File: config.mk
export PLATFORM = sky130hd
export DESIGN_NAME = key_event_ctrl
export DESIGN_NICKNAME = d
export VERILOG_FILES = /design/src/rtl/key_pkg.sv /design/src/rtl/key_event_fifo.sv /design/src/rtl/key_event_ctrl.sv
export SDC_FILE = /design/constraint.sdc
export NUM_CORES = 1
export LEC_CHECK = 0
export CAP_MARGIN = 15
export CORE_MARGIN = 2
export CORE_UTILIZATION = 27
export CTS_BUF_LIST = sky130_fd_sc_hd__clkbuf_4 sky130_fd_sc_hd__clkbuf_8
export CTS_CLUSTER_SIZE = 8
export DETAILED_ROUTE_END_ITERATION = 6
export PLACE_DENSITY = 0.54
export SLEW_MARGIN = 20
export SYNTH_ARGS = -nofsm -noshare
export SYNTH_HDL_FRONTEND = slang
export SYNTH_SLANG_ARGS = --single-unit
export TNS_END_PERCENT = 5
File: constraint.sdc
create_clock -name clk -period 5.6 [get_ports clk]
set_input_delay 0.56 -clock clk [delete_from_list [all_inputs] [get_ports clk]]
set_output_delay 0.56 -clock clk [all_outputs]
set_load 0.02 [all_outputs]
File: src/rtl/key_pkg.sv
// Shared constants, FSM encoding and scan-code decode for the PS/2 key event sequencer.
package key_pkg;

  localparam logic [7:0] CodeA      = 8'h1C;
  localparam logic [7:0] CodeB      = 8'h32;
  localparam logic [7:0] CodeC      = 8'h21;
  localparam logic [7:0] CodeD      = 8'h23;
  localparam logic [7:0] CodeUp     = 8'h75;
  localparam logic [7:0] CodeDown   = 8'h72;
  localparam logic [7:0] CodeRight  = 8'h74;
  localparam logic [7:0] CodeLeft   = 8'h6B;
  localparam logic [7:0] CodePfxExt = 8'hE0;
  localparam logic [7:0] CodePfxBrk = 8'hF0;

  localparam logic [2:0] KeyA     = 3'd0;
  localparam logic [2:0] KeyB     = 3'd1;
  localparam logic [2:0] KeyC     = 3'd2;
  localparam logic [2:0] KeyD     = 3'd3;
  localparam logic [2:0] KeyUp    = 3'd4;
  localparam logic [2:0] KeyDown  = 3'd5;
  localparam logic [2:0] KeyRight = 3'd6;
  localparam logic [2:0] KeyLeft  = 3'd7;

  localparam int unsigned EvValidBit = 7;
  localparam int unsigned EvMakeBit  = 6;

  typedef enum logic [1:0] {
    StIdle,
    StExt,
    StBrk,
    StExtBrk
  } pfx_state_e;

  typedef struct packed {
    logic       hit;
    logic [2:0] idx;
  } key_hit_t;

  // Letters only exist without E0; arrows accept both so keypad arrows also count.
  function automatic key_hit_t decode_key(input logic [7:0] code, input logic ext);
    key_hit_t r;
    r.hit = 1'b1;
    r.idx = KeyA;
    case (code)
      CodeA:     begin r.idx = KeyA;     r.hit = ~ext; end
      CodeB:     begin r.idx = KeyB;     r.hit = ~ext; end
      CodeC:     begin r.idx = KeyC;     r.hit = ~ext; end
      CodeD:     begin r.idx = KeyD;     r.hit = ~ext; end
      CodeUp:    r.idx = KeyUp;
      CodeDown:  r.idx = KeyDown;
      CodeRight: r.idx = KeyRight;
      CodeLeft:  r.idx = KeyLeft;
      default:   r.hit = 1'b0;
    endcase
    return r;
  endfunction

  function automatic logic [7:0] make_event(input logic make, input logic [2:0] idx);
    logic [7:0] ev;
    ev = 8'h00;
    ev[EvValidBit] = 1'b1;
    ev[EvMakeBit]  = make;
    ev[2:0]        = idx;
    return ev;
  endfunction

endpackage

File: src/rtl/key_event_fifo.sv
// Synchronous 8-bit event FIFO; pointers carry an extra wrap bit to tell full from empty.
module key_event_fifo #(
  parameter int unsigned Depth = 4
) (
  input  logic       clk_i,
  input  logic       rst_ni,
  input  logic       push_i,
  input  logic [7:0] data_i,
  input  logic       pop_i,
  output logic       full_o,
  output logic       empty_o,
  output logic [7:0] head_o
);

  localparam int unsigned AddrW = $clog2(Depth);
  localparam logic [AddrW:0] PtrOne = (AddrW + 1)'(1);

  logic [AddrW:0] wr_ptr_q, wr_ptr_d;
  logic [AddrW:0] rd_ptr_q, rd_ptr_d;
  logic [7:0]     mem_q [Depth];
  logic           do_push, do_pop;

  assign empty_o = (wr_ptr_q == rd_ptr_q);
  assign full_o  = (wr_ptr_q[AddrW] != rd_ptr_q[AddrW]) &&
                   (wr_ptr_q[AddrW-1:0] == rd_ptr_q[AddrW-1:0]);
  assign head_o  = mem_q[rd_ptr_q[AddrW-1:0]];

  always_comb begin
    do_pop   = pop_i && !empty_o;
    // A pop in the same cycle frees the slot, so a full FIFO can still accept.
    do_push  = push_i && (!full_o || do_pop);
    wr_ptr_d = do_push ? wr_ptr_q + PtrOne : wr_ptr_q;
    rd_ptr_d = do_pop  ? rd_ptr_q + PtrOne : rd_ptr_q;
  end

  always_ff @(posedge clk_i) begin
    if (!rst_ni) begin
      wr_ptr_q <= '0;
      rd_ptr_q <= '0;
    end else begin
      wr_ptr_q <= wr_ptr_d;
      rd_ptr_q <= rd_ptr_d;
    end
  end

  always_ff @(posedge clk_i) begin
    if (do_push) begin
      mem_q[wr_ptr_q[AddrW-1:0]] <= data_i;
    end
  end

endmodule

File: src/rtl/key_event_ctrl.sv
// PS/2 set-2 prefix tracker and key decoder feeding the event FIFO and the held-key vector.
module key_event_ctrl
  import key_pkg::*;
#(
  parameter int unsigned FIFO_DEPTH     = 4,
  parameter int unsigned PREFIX_TIMEOUT = 100000
) (
  input  logic       clk,
  input  logic       reset,
  input  logic       rx_done_tick,
  input  logic [7:0] keycodeout,
  input  logic       ev_read,
  output logic [7:0] ev_data,
  output logic       ev_pending,
  output logic [7:0] key_held,
  output logic       overflow,
  input  logic       ovf_clr
);

  localparam int unsigned TimerW = (PREFIX_TIMEOUT > 1) ? $clog2(PREFIX_TIMEOUT) : 1;
  localparam logic [TimerW-1:0] TimerLast = TimerW'(PREFIX_TIMEOUT - 1);
  localparam logic [TimerW-1:0] TimerOne  = TimerW'(1);

  pfx_state_e        state_q, state_d;
  logic [TimerW-1:0] timer_q, timer_d;
  logic [7:0]        held_q, held_d;
  logic              overflow_q, overflow_d;

  logic       is_ev, ev_make, ev_ext;
  key_hit_t   hit;
  logic       push;
  logic [7:0] ev_word;
  logic       fifo_full, fifo_empty;
  logic [7:0] fifo_head;
  logic       drop;

  always_comb begin
    state_d = state_q;
    timer_d = timer_q;
    is_ev   = 1'b0;
    ev_make = (state_q == StIdle) || (state_q == StExt);
    ev_ext  = (state_q == StExt) || (state_q == StExtBrk);
    if (rx_done_tick) begin
      timer_d = '0;
      if (keycodeout == CodePfxExt) begin
        state_d = StExt;
      end else if (keycodeout == CodePfxBrk) begin
        state_d = (state_q == StExt) ? StExtBrk : StBrk;
      end else begin
        is_ev   = 1'b1;
        state_d = StIdle;
      end
    end else if (state_q != StIdle) begin
      if (timer_q == TimerLast) begin
        state_d = StIdle;
        timer_d = '0;
      end else begin
        timer_d = timer_q + TimerOne;
      end
    end
  end

  // Held vector is ordered with key index 0 in bit 7, so key k lives at bit ~k.
  always_comb begin
    held_d  = held_q;
    push    = 1'b0;
    hit     = decode_key(keycodeout, ev_ext);
    ev_word = make_event(ev_make, hit.idx);
    if (is_ev && hit.hit) begin
      if (ev_make && !held_q[~hit.idx]) begin
        held_d[~hit.idx] = 1'b1;
        push             = 1'b1;
      end else if (!ev_make && held_q[~hit.idx]) begin
        held_d[~hit.idx] = 1'b0;
        push             = 1'b1;
      end
    end
  end

  always_comb begin
    drop       = push && fifo_full && !ev_read;
    overflow_d = drop ? 1'b1 : (ovf_clr ? 1'b0 : overflow_q);
  end

  always_ff @(posedge clk) begin
    if (!reset) begin
      state_q    <= StIdle;
      timer_q    <= '0;
      held_q     <= '0;
      overflow_q <= 1'b0;
    end else begin
      state_q    <= state_d;
      timer_q    <= timer_d;
      held_q     <= held_d;
      overflow_q <= overflow_d;
    end
  end

  key_event_fifo #(
    .Depth(FIFO_DEPTH)
  ) u_fifo (
    .clk_i  (clk),
    .rst_ni (reset),
    .push_i (push),
    .data_i (ev_word),
    .pop_i  (ev_read),
    .full_o (fifo_full),
    .empty_o(fifo_empty),
    .head_o (fifo_head)
  );

  assign ev_data    = fifo_empty ? 8'h00 : fifo_head;
  assign ev_pending = !fifo_empty;
  assign key_held   = held_q;
  assign overflow   = overflow_q;

endmodule
# Yosys cells after proc, flatten, opt, wreduce, memory -nomap -nowiden
# Memories as Yosys holds them, arrays and structs flattened. A register that Yosys moved wholly into a read port is not among the register bits.
# Index checks and enable logic that the tools add are counted.
# totals
reg_bits,34
mem_bits_rw,16
in_bits,13
out_inout_bits,18
elab_cells,90
memories,1
# mem_list
memory,depth,width,rd,rd_clocked_by_memory_dff,write_ports,line,text
u_fifo.mem_q,4,4,1,1,1,key_event_fifo.sv:20,logic [7:0] mem_q [Depth];
# classes
add_sub_neg,3
order_cmp,2
n_eq_ne,16
mux,28
bitwise,6
reduce_logical,28
# ops
op,n
8-bit by 7-bit equality test with 1-bit output (second input constant),4
8-bit by 6-bit equality test with 1-bit output (second input constant),3
8-bit two-way mux,3
3-bit one-hot mux with 7 select lines,1
17-bit by 1-bit adder with 17-bit output (second input constant),1
17-bit equality test (second input constant),1
17-bit two-way mux,1
8-bit equality test (second input constant),2
2-bit two-way mux,7
1-bit two-way mux,13
2-bit nonzero test,5
1-bit logical AND,9
8-bit bitwise AND,1
8-bit by 5-bit equality test with 1-bit output (second input constant),1
8-bit inverter,1
8-bit OR,1
4-bit OR reduction,2
3-bit by 1-bit adder with 3-bit output (second input constant),2
1-bit zero test,5
3-bit by 4-bit < comparator with 1-bit output (second input constant),1
2-bit AND reduction,2
1-bit binary-select mux with 3-bit select,1
1-bit demux with 3-bit select,1
3-bit equality test,1
other kinds (11),14

# Longest topological paths before layout
# depth
depth_word,12
depth_mapped,11
depth_no_buf,9

# By module
# A second synthesis with hierarchy kept.
# unflattened
hier_cells,300
hier_area_um2,3350.7
# by_module_without_submodules
mod,instances,cells_per_inst,area_each_um2,seq_area_each_um2
key_event_ctrl,1,204,1679.1,560.5
key_event_fifo,1,96,1671.6,1121.1

# Least setup slack after synthesis
# No wires, ideal clock.
# synth_timing
kind,in2reg
from,input port keycodeout[1]
to,register (tool-made name)
setup_time_ns,0.125
arrival_time_ns,3.049
t_required_ns,5.475
path_slack_ns,2.426
cell_stages,11
n_path_buf,2
cell_sequence,buf_4 or3b_1 a2111oi_4 or2_1 o311ai_0 ha_1 a311oi_2 clkbuf_1 nand4_1 o211ai_1 o31ai_1
# synth_lines
element,line,text
from (decl),key_event_ctrl.sv:11,"input logic [7:0] keycodeout,"

# Worst setup path after layout
# layout_timing
from,input port keycodeout[1]
to,memory u_fifo.mem_q[1][1] (netlist bit) (enable)
# layout_between
elab_chain_cells,12
word_cells_on_any_way,30
classes_between,10 x eq/ne; 12 x mux; 1 x bitwise; 7 x reduce/logical
# layout_lines
element,line,text
8-bit by 7-bit equality test with 1-bit output / 8-bit by 6-bit equality test with 1-bit output (equally long branches),key_pkg.sv:44,case (code)
3-bit one-hot mux with 7 select lines *,key_pkg.sv:44,
named net ev_word[2],key_event_ctrl.sv:32,logic [7:0] ev_word;
3-bit inverter *,"key_event_ctrl.sv:70, key_event_ctrl.sv:73",
1-bit binary-select mux with 3-bit select *,"key_event_ctrl.sv:70, key_event_ctrl.sv:73",
1-bit two-way mux (not written as such) *,"key_event_ctrl.sv:70, key_event_ctrl.sv:73",
1-bit logical AND / 1-bit zero test (equally long branches),"key_event_ctrl.sv:73, key_event_ctrl.sv:70",
1-bit two-way mux / 1-bit logical AND (equally long branches),"key_event_ctrl.sv:73, key_event_ctrl.sv:70",
1-bit two-way mux *,key_event_ctrl.sv:70,if (ev_make && !held_q[~hit.idx]) begin
1-bit two-way mux *,key_event_ctrl.sv:69,if (is_ev && hit.hit) begin
1-bit logical AND *,key_event_fifo.sv:31,do_push = push_i && (!full_o || do_pop);
1-bit two-way mux *,key_event_fifo.sv:47,if (do_push) begin
1-bit two-way mux (not written as such) *,key_event_fifo.sv:48,mem_q[wr_ptr_q[AddrW-1:0]] <= data_i;
to (decl),key_event_fifo.sv:20,
# The timed path passes the listed nets; every way through them passes the cells marked *. The select of a mux whose other input is x is not followed.

==> impl_metrics.json <==
{
  "synth_edf_count": 16,
  "clkTransAtPathRegs_ps": 100,
  "antenna_found_initial": 0,
  "drt-vias-per-instance": 4.51,
  "crit_arrival_ps": 3750,
  "hold_viol_final": 0,
  "fillers": 994,
  "grt.overflow.total": 0,
  "slew_viol_final": 0,
  "cts_tree": "yes",
  "period_needed_ps": 3750,
  "finalNonFillerCells": 422,
  "use_met3": 0.0227,
  "grt_max_degree": 22,
  "synth_area_per_cell_sq_um": 10.2,
  "portBuffers": 27,
  "layout-drive-gt1-share": 0.0865,
  "ys_seq_area_frac": 0.448,
  "initial_core_util": 0.277,
  "cts_root_buffer": "clkbuf_8",
  "ys.flop_type": "dfxtp_1",
  "layout_commonest_cell": "dfxtp_1",
  "dieArea_sq_um": 10700,
  "post-place-ws_ps": 1510,
  "worst_pin_slew_ps": 688,
  "async_reset_ff_frac": 0,
  "r2r_end": "u_fifo.mem_q[1][1]$_DFFE_PP_",
  "hold_path_startpoint": "timer_q[1]$_SDFFE_PP0N_",
  "setup_viol": 0,
  "coreArea_sq_um": 9680,
  "layout_common_cells": "dfxtp_1, clkdlybuf4s50_1, nand2_1, nor2_1, edfxtp_1",
  "critPathKind": "input pin to flop",
  "dp.cells": 414,
  "power_uw": 688,
  "slew_headroom": 0.537,
  "firstDrtPassIters": 4,
  "holdPathStages": 2,
  "peakVddDrop_mv": 0.145,
  "drt-initial-drc-count": 65,
  "cts_hold_buf": 0,
  "setup_tns_ps": 0,
  "power_density_nw_per_um2": 217,
  "clock_path_buffers": 2,
  "finalWorstSetupSlack_ps": 1850,
  "reg2reg_depth": 10,
  "vias": 1902,
  "clock.fmax_mhz": 267,
  "grt_pass1_vias": 1849,
  "gp_congestion": 0.859,
  "ioPinCount": 31,
  "hpwlAfterDp_mm": 4.15,
  "syn_area_sq_um": 2680,
  "leakagePower_nw": 1.03,
  "routed_wl_mm": 5.36,
  "grt_pass1_wl_mm": 9.26,
  "drc": 0,
  "grt.busiest_layer": "met2",
  "syn_inst": 263,
  "ys_ff_latch": 52,
  "run_status": "complete, no violations",
  "ys_types": 58,
  "crit_required_ps": 5610,
  "rsz0062_at_grt": "no",
  "fin_crit_sh": 0.670,
  "wl_per_cell_microns": 12.7,
  "met2_usage": 0.172,
  "hp-class": "flop to flop",
  "antenna_cells": 0,
  "die_w_microns": 104,
  "critPathLaunchType": "input pin",
  "clkSinkCount": 52,
  "final_nets": 308,
  "yosysWarningCount": 0,
  "path_max_fanout": 14,
  "max_cap_violations": 0,
  "reg2reg_slack_ps": 2990,
  "chipHeight_microns": 104,
  "syn2layout_area_growth_pct": 18.3,
  "end_kind": "flop",
  "fin_skew_ps": 10.7,
  "rows": 36,
  "cts_setup_buffers": 0,
  "gr-usage-met1": 0.142,
  "cts_buffers": 5,
  "post_cts_resized": 0,
  "clkLatencyLatePin_ps": 300,
  "grt_usage": 0.105,
  "whs_endpoint": "timer_q[1]$_SDFFE_PP0N_",
  "postRouteAntennaNets": 0,
  "htreeDepth": 2
}
Yosys cell counts (all sizes together), types with 3 or more instances:
library cell,number,area [sq um]
a21boi,6,45.1
and2,11,68.8
and3,4,25.0
buf,9,70.1
clkbuf,5,18.8
dfxtp,36,721
edfxtp,16,480
ha,7,87.6
inv,10,37.5
mux2i,5,50.1
mux4,4,90.1
nand2,25,93.8
nand2b,3,18.8
nand3,12,60.1
nand3b,5,37.5
nor2,23,88.8
nor2b,4,25.0
nor3,6,35.0
nor4,6,52.6
nor4b,3,41.3
o211ai,3,22.5
o21ai,6,30.0
xnor2,11,96.3
xor2,10,87.6
metrics by stage:
stage	instance area (sq um)	utilization	hold slack, ps
6_report	3170	0.327	484
4_1_cts	3170	0.327	484
3_5_place_dp	3060	0.316	471
5_1_grt	3170	0.327	507
3_3_place_gp	3060	0.316	462
2_1_floorplan	2690	-	449
per-layer routing:
layer | share of wire | up-vias | wire [microns]
met4 | 0.0047 | 0 | 25
met1 | 0.50 | 894 | 2680
met5 | 0 | - | 0
met2 | 0.47 | 25 | 2500
li1 | - | 981 | -
met3 | 0.028 | 2 | 151
logic make-up after synthesis:
kind of cell / Yosys count / synth area share
DFF: 52 / 0.448
AOI/OAI and AO/OA: 33 / 0.102
adders and majority gates: 7 / 0.0327
other: 1 / 0.00140
and+or+nand+nor: 115 / 0.243
muxes: 10 / 0.0565
buffers and inverters: 24 / 0.0472
xor gates and xnor gates: 21 / 0.0687
worst max-delay path, stage by stage:
cell and delay [ps]:
clkdlybuf4s50_1 660, or3b_1 430, a2111oi_4 400, or2_1 270, o311ai_0 170, ha_1 320
a311oi_2 200, buf_4 230, nand2_1 110, nor2_2 170, and2_1 250
area by class of cell:
class,instances,area (sq um),share of cell area
Multi-Input combinational cell,189,1360,0.429
Timing Repair Buffer,30,293,0.0924
Clock buffer,5,68.8,0.0217
Clock inverter,3,42.5,0.0134
Inverter,10,37.5,0.0118
Tap cell,133,166,0.0525
Sequential cell,52,1200,0.379
report_power, final:
group | leakage, nW | internal, mW | switching (mW)
clock | 0.0503 | 0.132 | 0.124
combinational | 0.529 | 0.0185 | 0.0264
sequential | 0.447 | 0.386 | 0.000889
total | 1.03 | 0.537 | 0.151
worst max-delay path by stage:
stage | slack (ps) | end | from | cells after the start
2_1_floorplan | 2430 | flop | keycodeout[1] | 11
6_report | 1850 | u_fifo.mem_q[1][1]$_DFFE_PP_ | keycodeout[1] | 11
4_1_cts | 1830 | u_fifo.mem_q[1][0]$_DFFE_PP_ | keycodeout[1] | 11
3_5_place_dp | 1510 | u_fifo.mem_q[1][0]$_DFFE_PP_ | keycodeout[1] | 11
5_1_grt | 1610 | u_fifo.mem_q[0][1]$_DFFE_PP_ | keycodeout[0] | 11
3_3_place_gp | 1640 | u_fifo.mem_q[0][2]$_DFFE_PP_ | keycodeout[1] | 11
Note: power is estimated with default switching activity, not from simulation.
